File: config.mk
export PLATFORM = sky130hd
export DESIGN_NAME = deserializer_rx
export DESIGN_NICKNAME = d
export VERILOG_FILES = /design/src/rtl/deserializer_rx.sv
export SDC_FILE = /design/constraint.sdc
export NUM_CORES = 1
export LEC_CHECK = 0
export CORE_ASPECT_RATIO = 1.25
export CORE_MARGIN = 3
export CORE_UTILIZATION = 24
export DETAILED_ROUTE_END_ITERATION = 8
export MAX_ROUTING_LAYER = met4
export PLACE_DENSITY = 0.46
export SYNTH_ARGS = -nofsm -noshare
export SYNTH_HDL_FRONTEND = slang
export SYNTH_SLANG_ARGS = --single-unit
File: constraint.sdc
create_clock -name clk -period 6.6 [get_ports clk]
set_input_delay 0.66 -clock clk [delete_from_list [all_inputs] [get_ports clk]]
set_output_delay 0.66 -clock clk [all_outputs]
set_load 0.005 [all_outputs]
File: src/rtl/deserializer_rx.sv
// rtl/deserializer_rx.sv - oversampled UART-style frame receiver with parity and stop checking
//
// Purpose: decodes frames of 1 start bit (0), DATA_WIDTH data bits LSB first,
// an optional parity bit and 1 stop bit (1) from an oversampled serial line.
// Each bit is the majority vote of three samples around the bit centre.
//
// Ports:
//   clk        - single clock, rising edge
//   rst        - asynchronous active-low reset
//   RX_IN      - serial line, idles high, already synchronous to clk
//   Prescale   - clocks per bit: 8, 16 or 32 (anything else behaves as 8)
//   PAR_EN     - 1: a parity bit follows the data
//   PAR_TYP    - 0: even parity, 1: odd parity
//   P_Data     - last error-free payload, held between frames
//   Data_Valid - 1-cycle pulse when P_Data is loaded
//   Par_Err    - 1-cycle pulse for a frame with a parity mismatch
//   Stp_Err    - 1-cycle pulse for a frame whose stop bit was 0
module deserializer_rx #(
  parameter int DATA_WIDTH = 8
) (
  input  logic                  clk,
  input  logic                  rst,
  input  logic                  RX_IN,
  input  logic [5:0]            Prescale,
  input  logic                  PAR_EN,
  input  logic                  PAR_TYP,
  output logic [DATA_WIDTH-1:0] P_Data,
  output logic                  Data_Valid,
  output logic                  Par_Err,
  output logic                  Stp_Err
);

  localparam logic [2:0] IDLE   = 3'd0;
  localparam logic [2:0] START  = 3'd1;
  localparam logic [2:0] DATA   = 3'd2;
  localparam logic [2:0] PARITY = 3'd3;
  localparam logic [2:0] STOP   = 3'd4;

  localparam int BCW = (DATA_WIDTH > 1) ? $clog2(DATA_WIDTH) : 1;

  logic [2:0]            state;
  logic [5:0]            presc;
  logic [5:0]            edge_cnt;
  logic                  par_en_q;
  logic                  par_typ_q;
  logic [BCW-1:0]        bit_cnt;
  logic [DATA_WIDTH-1:0] shift_reg;
  logic                  samp0;
  logic                  samp1;
  logic                  bit_val;
  logic                  frame_done;
  logic                  par_err_q;
  logic                  stp_err_q;

  logic [5:0] presc_sel;
  logic [5:0] half;
  logic [5:0] last;
  logic       end_of_bit;

  always_comb begin
    presc_sel = 6'd8;
    if (Prescale == 6'd8 || Prescale == 6'd16 || Prescale == 6'd32) begin
      presc_sel = Prescale;
    end
  end

  assign half       = presc >> 1;
  assign last       = presc - 6'd1;
  assign end_of_bit = (edge_cnt == last);

  // Three samples around the bit centre; the vote is resolved on the third
  // sample so bit_val is stable well before the end-of-bit clock uses it.
  always_ff @(posedge clk or negedge rst) begin
    if (!rst) begin
      samp0   <= 1'b1;
      samp1   <= 1'b1;
      bit_val <= 1'b1;
    end else if (state != IDLE) begin
      if (edge_cnt == half - 6'd1) begin
        samp0 <= RX_IN;
      end
      if (edge_cnt == half) begin
        samp1 <= RX_IN;
      end
      if (edge_cnt == half + 6'd1) begin
        bit_val <= (samp0 & samp1) | (samp0 & RX_IN) | (samp1 & RX_IN);
      end
    end
  end

  always_ff @(posedge clk or negedge rst) begin
    if (!rst) begin
      state      <= IDLE;
      presc      <= 6'd8;
      edge_cnt   <= 6'd0;
      par_en_q   <= 1'b0;
      par_typ_q  <= 1'b0;
      bit_cnt    <= '0;
      shift_reg  <= '0;
      frame_done <= 1'b0;
      par_err_q  <= 1'b0;
      stp_err_q  <= 1'b0;
      P_Data     <= '0;
      Data_Valid <= 1'b0;
      Par_Err    <= 1'b0;
      Stp_Err    <= 1'b0;
    end else begin
      Data_Valid <= 1'b0;
      Par_Err    <= 1'b0;
      Stp_Err    <= 1'b0;
      frame_done <= 1'b0;

      // Result of the frame that ended on the previous clock; runs in
      // parallel with a possible new start so back-to-back frames work.
      if (frame_done) begin
        if (par_err_q || stp_err_q) begin
          Par_Err <= par_err_q;
          Stp_Err <= stp_err_q;
        end else begin
          Data_Valid <= 1'b1;
          P_Data     <= shift_reg;
        end
      end

      if (state == IDLE) begin
        edge_cnt <= 6'd0;
      end else if (end_of_bit) begin
        edge_cnt <= 6'd0;
      end else begin
        edge_cnt <= edge_cnt + 6'd1;
      end

      case (state)
        IDLE: begin
          if (!RX_IN) begin
            // This clock is edge count 0 of the start bit.
            state     <= START;
            edge_cnt  <= 6'd1;
            presc     <= presc_sel;
            par_en_q  <= PAR_EN;
            par_typ_q <= PAR_TYP;
            par_err_q <= 1'b0;
            stp_err_q <= 1'b0;
            bit_cnt   <= '0;
          end
        end
        START: begin
          if (end_of_bit) begin
            state <= bit_val ? IDLE : DATA;
          end
        end
        DATA: begin
          if (end_of_bit) begin
            shift_reg[bit_cnt] <= bit_val;
            if (bit_cnt == BCW'(DATA_WIDTH - 1)) begin
              bit_cnt <= '0;
              state   <= par_en_q ? PARITY : STOP;
            end else begin
              bit_cnt <= bit_cnt + 1'b1;
            end
          end
        end
        PARITY: begin
          if (end_of_bit) begin
            par_err_q <= (bit_val != ((^shift_reg) ^ par_typ_q));
            state     <= STOP;
          end
        end
        STOP: begin
          if (end_of_bit) begin
            stp_err_q  <= ~bit_val;
            frame_done <= 1'b1;
            state      <= IDLE;
          end
        end
        default: begin
          state <= IDLE;
        end
      endcase
    end
  end

endmodule

Yosys cells after proc, flatten, opt, wreduce, memory -nomap -nowiden:

Cells that the tools add are included.

* $add $sub $neg: 5
* equality and inequality tests: 19
* reduce and logical (&&, ||, !) cells: 20
* multiplexer cells: 34
* order comparisons: 2
* bitwise gates (word level): 9

Operator list (count)
* $mux 3: 10
* $mux 6: 5
* $eq 6x6->1: 3
* $pmux 3 s5: 1
* $mux 1: 12
* $ne 2x2->1 const B: 6
* $reduce_and 2->1: 6
* $reduce_and 3->1: 3
* $bwmux 8: 1
* $reduce_xor 8->1: 1
* $add 5x1->6 const B: 1
* $add 6x1->6 const B: 1
* $eq 3x2->1 const B: 2
* $eq 3x3->1 const B: 2
* $eq 6x4->1 const B: 1
* $eq 6x5->1: 1
* $eq 6x5->1 const B: 1
* $eq 6x6->1 const B: 1
* $pmux 3 s2: 1
* $reduce_and 6->1: 1
* $reduce_bool 2->1: 3
* $sub 5x1->6 const B: 1
* $sub 6x1->6 const B: 1
* $lt 3x4->1 const B: 1
* 15 further kinds: 23

* bits of input ports: 11
* flip-flop bits (word level): 45
* word-level logic and storage cells: 106

Depth between registers and ports, before layout:

* depth in word-level cells: 6
* mapped depth: 10
* gate-level depth less buffers: 8

Worst setup path before layout:

OpenSTA, ideal clock, no wires.

* path kind: reg-to-reg
* start point: register presc[2]
* end point: register shift_reg[1]
* data arrival time: 2176 ps
* path slack: 4297 ps
* data required time: 6473 ps
* clock period less this slack: 2303 ps
* cell stages (with the launch flop): 11
* cell sequence: dfrtp_1 -> buf_4 -> inv_2 -> ha_1 -> a21boi_0 -> nand2_1 -> xnor2_1 -> a2111oi_4 -> buf_6 -> nand4_1 -> mux2_1

* cells in the longest elaborated chain, start to end: 3

RTL lines
* start, declared: line 42 `logic [5:0] presc;`
* start signal, assigned: line 139 `presc <= presc_sel;`
* $sub 6x1->6: line 68 `assign last = presc - 6'd1;`
* $eq 6x6->1: line 69 `assign end_of_bit = (edge_cnt == last);`
* $reduce_and 2->1 (no line)
* end signal, assigned by index: line 154 `shift_reg[bit_cnt] <= bit_val;`
* end, declared: line 47 `logic [DATA_WIDTH-1:0] shift_reg;`

Every way passes these cells.
A chain may end at the register's enable or synchronous reset.

Final worst setup path:

* start point: register presc[2]
* end point: register state[1]

* cells in the longest elaborated chain, start to end: 4
* elaborated cells between the ends (all ways): 7
* classes of those cells: 1 x add/sub; 5 x eq/ne; 1 x reduce/logical

RTL lines
* $sub 6x1->6 (*): line 68
* $eq 6x6->1 (*): line 69
* $ne 2x2->1 (no line)
* $reduce_and 6->1 (no line) (*)
* end signal, assigned: line 149 `state <= bit_val ? IDLE : DATA;`
* end signal, assigned: line 157 `state <= par_en_q ? PARITY : STOP;`
* end, declared: line 41 `logic [2:0] state;`

Every way passes the cells marked *; elsewhere a longest branch is shown, timed or not.

==> impl_metrics.yaml <==
status:
  status: "complete, no violations"
synthesis:
  synth_cells: 247
  ys_types: 42
  yosysTopAreaCellShare_pct: 40.84
  synth_nets: 265
  ys_seq_area_share_pct: 45.02
  synth_warnings: 0
  synth.largest_area_cell: "dfrtp_1"
  avgSynthCellArea_sq_um: 10.17
  async_reset_ff_share_pct: 100.0
  synth_area_leaders: "dfrtp_1, xnor2_1, mux2_2"
  synth_edf_count: 0
  ys_ff_latch: 45
  synth_ff_type: "dfrtp_1"
  syn_area_sq_um: 2512
drt:
  drt_first_pass_iters: 4
  vias: 1728
  viasPerCell: 4.431
  wl_um: 5042
  wl_per_cell_um: 12.93
  drt-initial-drc-count: 57
  route.detailed.drc: 0
  drtAntennaViolNets: 0
timing:
  finalCritPeriodShare_pct: 46.36
  fin_ws_ns: 3.540
  setup-violations-final: 0
  max_freq_mhz: 326.8
  hold_viol_final: 0
  report.final.slew_viol_count: 0
  finClkSkew_ns: 0.003436
  worst_pin_slew_ns: 1.110
  rsz0062_at_grt: "no"
  tns_ns: 0
  finalCriticalPeriod_ns: 3.060
  slew_headroom_pct: 25.97
layout:
  diodes: 0
  layout-drive-gt1-share_pct: 13.41
  finish.utilization_pct: 29.29
  synthToLayoutAreaGrowth_pct: 18.43
  fin_nets: 278
setup_path:
  cpMaxStageDelayCell: "a2111oi_4"
  reg2reg_setup_slack_ns: 3.54
  startpoint_type: "flop"
  worstPathArrival_ns: 3.23
  crit_path_end_kind: "flop"
  critPathBufInv: 1
  path_cells: "inv_2 -> ha_1 -> a21boi_0 -> nand2_1 -> xnor2_1 -> a2111oi_4 -> o21ai_0 -> a32o_1"
  cp_max_fo: 21
  cp_top_family: "compound AO/OA/AOI/OAI gates"
  worstSetupPathType: "flop to flop"
  crit_path_max_incr_delay_ns: 0.95
  cp.required_ns: 6.77
clocking:
  numClockSinks: 45
  cts_hold_buf: 0
  clock_latency_ns: 0.28
  cts-htree-levels: 2
  clockBufferDepth: 2
  clkTransAtPathRegs_ns: 0.06
  postCtsSetupBuffers: 0
  ctsResizeCount: 0
  cts_buffers: 5
  cts_tree: "yes"
  clock-root-buffer: "clkbuf_16"
grt:
  antenna_found_initial: 0
  gr-total-overflow: 0
  grt.total_usage_pct: 9.288
  grt_first_pass_wirelength_um: 8562
  grt_pass1_vias: 1695
  grt_max_degree: 46
power:
  power.density_nw_per_um2: 410.2
  ir_drop_v: 0.0001132
  p_leak_nw: 1.274
job:
  cap_violations: 0
worst_hold_path:
  hp-class: "flop to flop"
die:
  fp-row-count: 41
  core_area_sq_um: 10160
  io_pins: 22
  initial_core_util_pct: 24.74
  die_area_sq_um: 11740
  fp.dieH_um: 120.4
  die_w_um: 97.52
placement:
  dp_hpwl_um: 3686
  place_ws_ns: 3.595
  io_buffers: 21
  gp_congestion: 0.8070
cell type report:
cell class | count | area (sq um)
Fill cell | 1098 | 7182
Multi-Input combinational cell | 180 | 1271
Sequential cell | 45 | 1131
Timing Repair Buffer | 23 | 220.2
Tap cell | 129 | 161.4
Clock buffer | 7 | 142.6
Clock inverter | 1 | 30.03
Inverter | 5 | 18.77
synth_stat cells, drive strengths merged (5+ instances only):
| master | count |
|---|---|
| buf | 7 |
| nand2 | 21 |
| ha | 7 |
| nand3 | 12 |
| clkbuf | 10 |
| dfrtp | 41 |
| xor2 | 12 |
| inv | 5 |
| mux2 | 18 |
| nor2 | 23 |
| a21oi | 5 |
| o21ai | 7 |
| and3 | 5 |
| xnor2 | 22 |
| nand4 | 6 |
| nor2b | 5 |
kinds of logic (layout without fill, tap and decap cells):
kind of cell	Yosys count	after routing	synth area share, %
AND/OR/NAND/NOR	94	94	18.73
flip-flops	45	45	45.02
XOR/XNOR	34	34	12.15
AO/OA/AOI/OAI	25	25	7.371
buffers and inverters	22	36	4.382
multiplexers	20	20	8.864
adder cells (fa/ha/maj)	7	7	3.486
metrics by stage:
stage	hold slack [ns]	cells	cell area, sq um	total power, mW
4_1_cts	0.5000	390	2975	1.241
3_3_place_gp	0.4818	382	2803	0.9365
5_1_grt	0.5177	390	2975	1.319
6_report	0.4937	390	2975	1.221
3_5_place_dp	0.4858	382	2803	0.9412
2_1_floorplan	0.3644	247	2512	0.8638
path summary, 6_finish.rpt:
check                                          start                     to  depth (start not counted)
worst max register to register  presc[2]$_DFFE_PN0P_   state[1]$_DFFE_PN0P_                          8
max in group asynchronous                        rst  par_typ_q$_DFFE_PN0P_                          1
worst min register to register  frame_done$_DFF_PN0_      Par_Err$_DFF_PN0_                          1
worst max-delay path            presc[2]$_DFFE_PN0P_   state[1]$_DFFE_PN0P_                          8
min in group asynchronous                        rst      Stp_Err$_DFF_PN0_                          1
worst min-delay path            frame_done$_DFF_PN0_      Par_Err$_DFF_PN0_                          1
power breakdown:
part,internal (mW),switching (mW)
registers,0.345,0.112
logic,0.221,0.253
clock network,0.189,0.0996
total,0.756,0.465
layer usage:
layer	track usage, %	part of all wire, %	vias to the layer above
li1	-	-	868
met1	11.09	44	828
met2	14.79	51	23
met3	2.424	2.9	9
met4	4.156	2.4	0
met5	-	0	-
placed cells by master, fill, tap and decap left out, types with 7 or more instances in the layout:
| cell type | n |
|---|---|
| clkdlybuf4s50_1 | 20 |
| dfrtp_1 | 41 |
| ha_1 | 7 |
| mux2_2 | 14 |
| nand2_1 | 21 |
| nand3_1 | 12 |
| nor2_1 | 23 |
| o21ai_0 | 7 |
| xnor2_1 | 21 |
| xor2_1 | 12 |
worst register-to-register path, cell delays in order, from the launching register on:
cell       delay [ns]
dfrtp_1          0.49
inv_2            0.13
ha_1             0.19
a21boi_0         0.32
nand2_1          0.11
xnor2_1          0.17
a2111oi_4        0.95
o21ai_0          0.31
a32o_1           0.28
No activity file was read; power rests on OpenSTA's default activity.
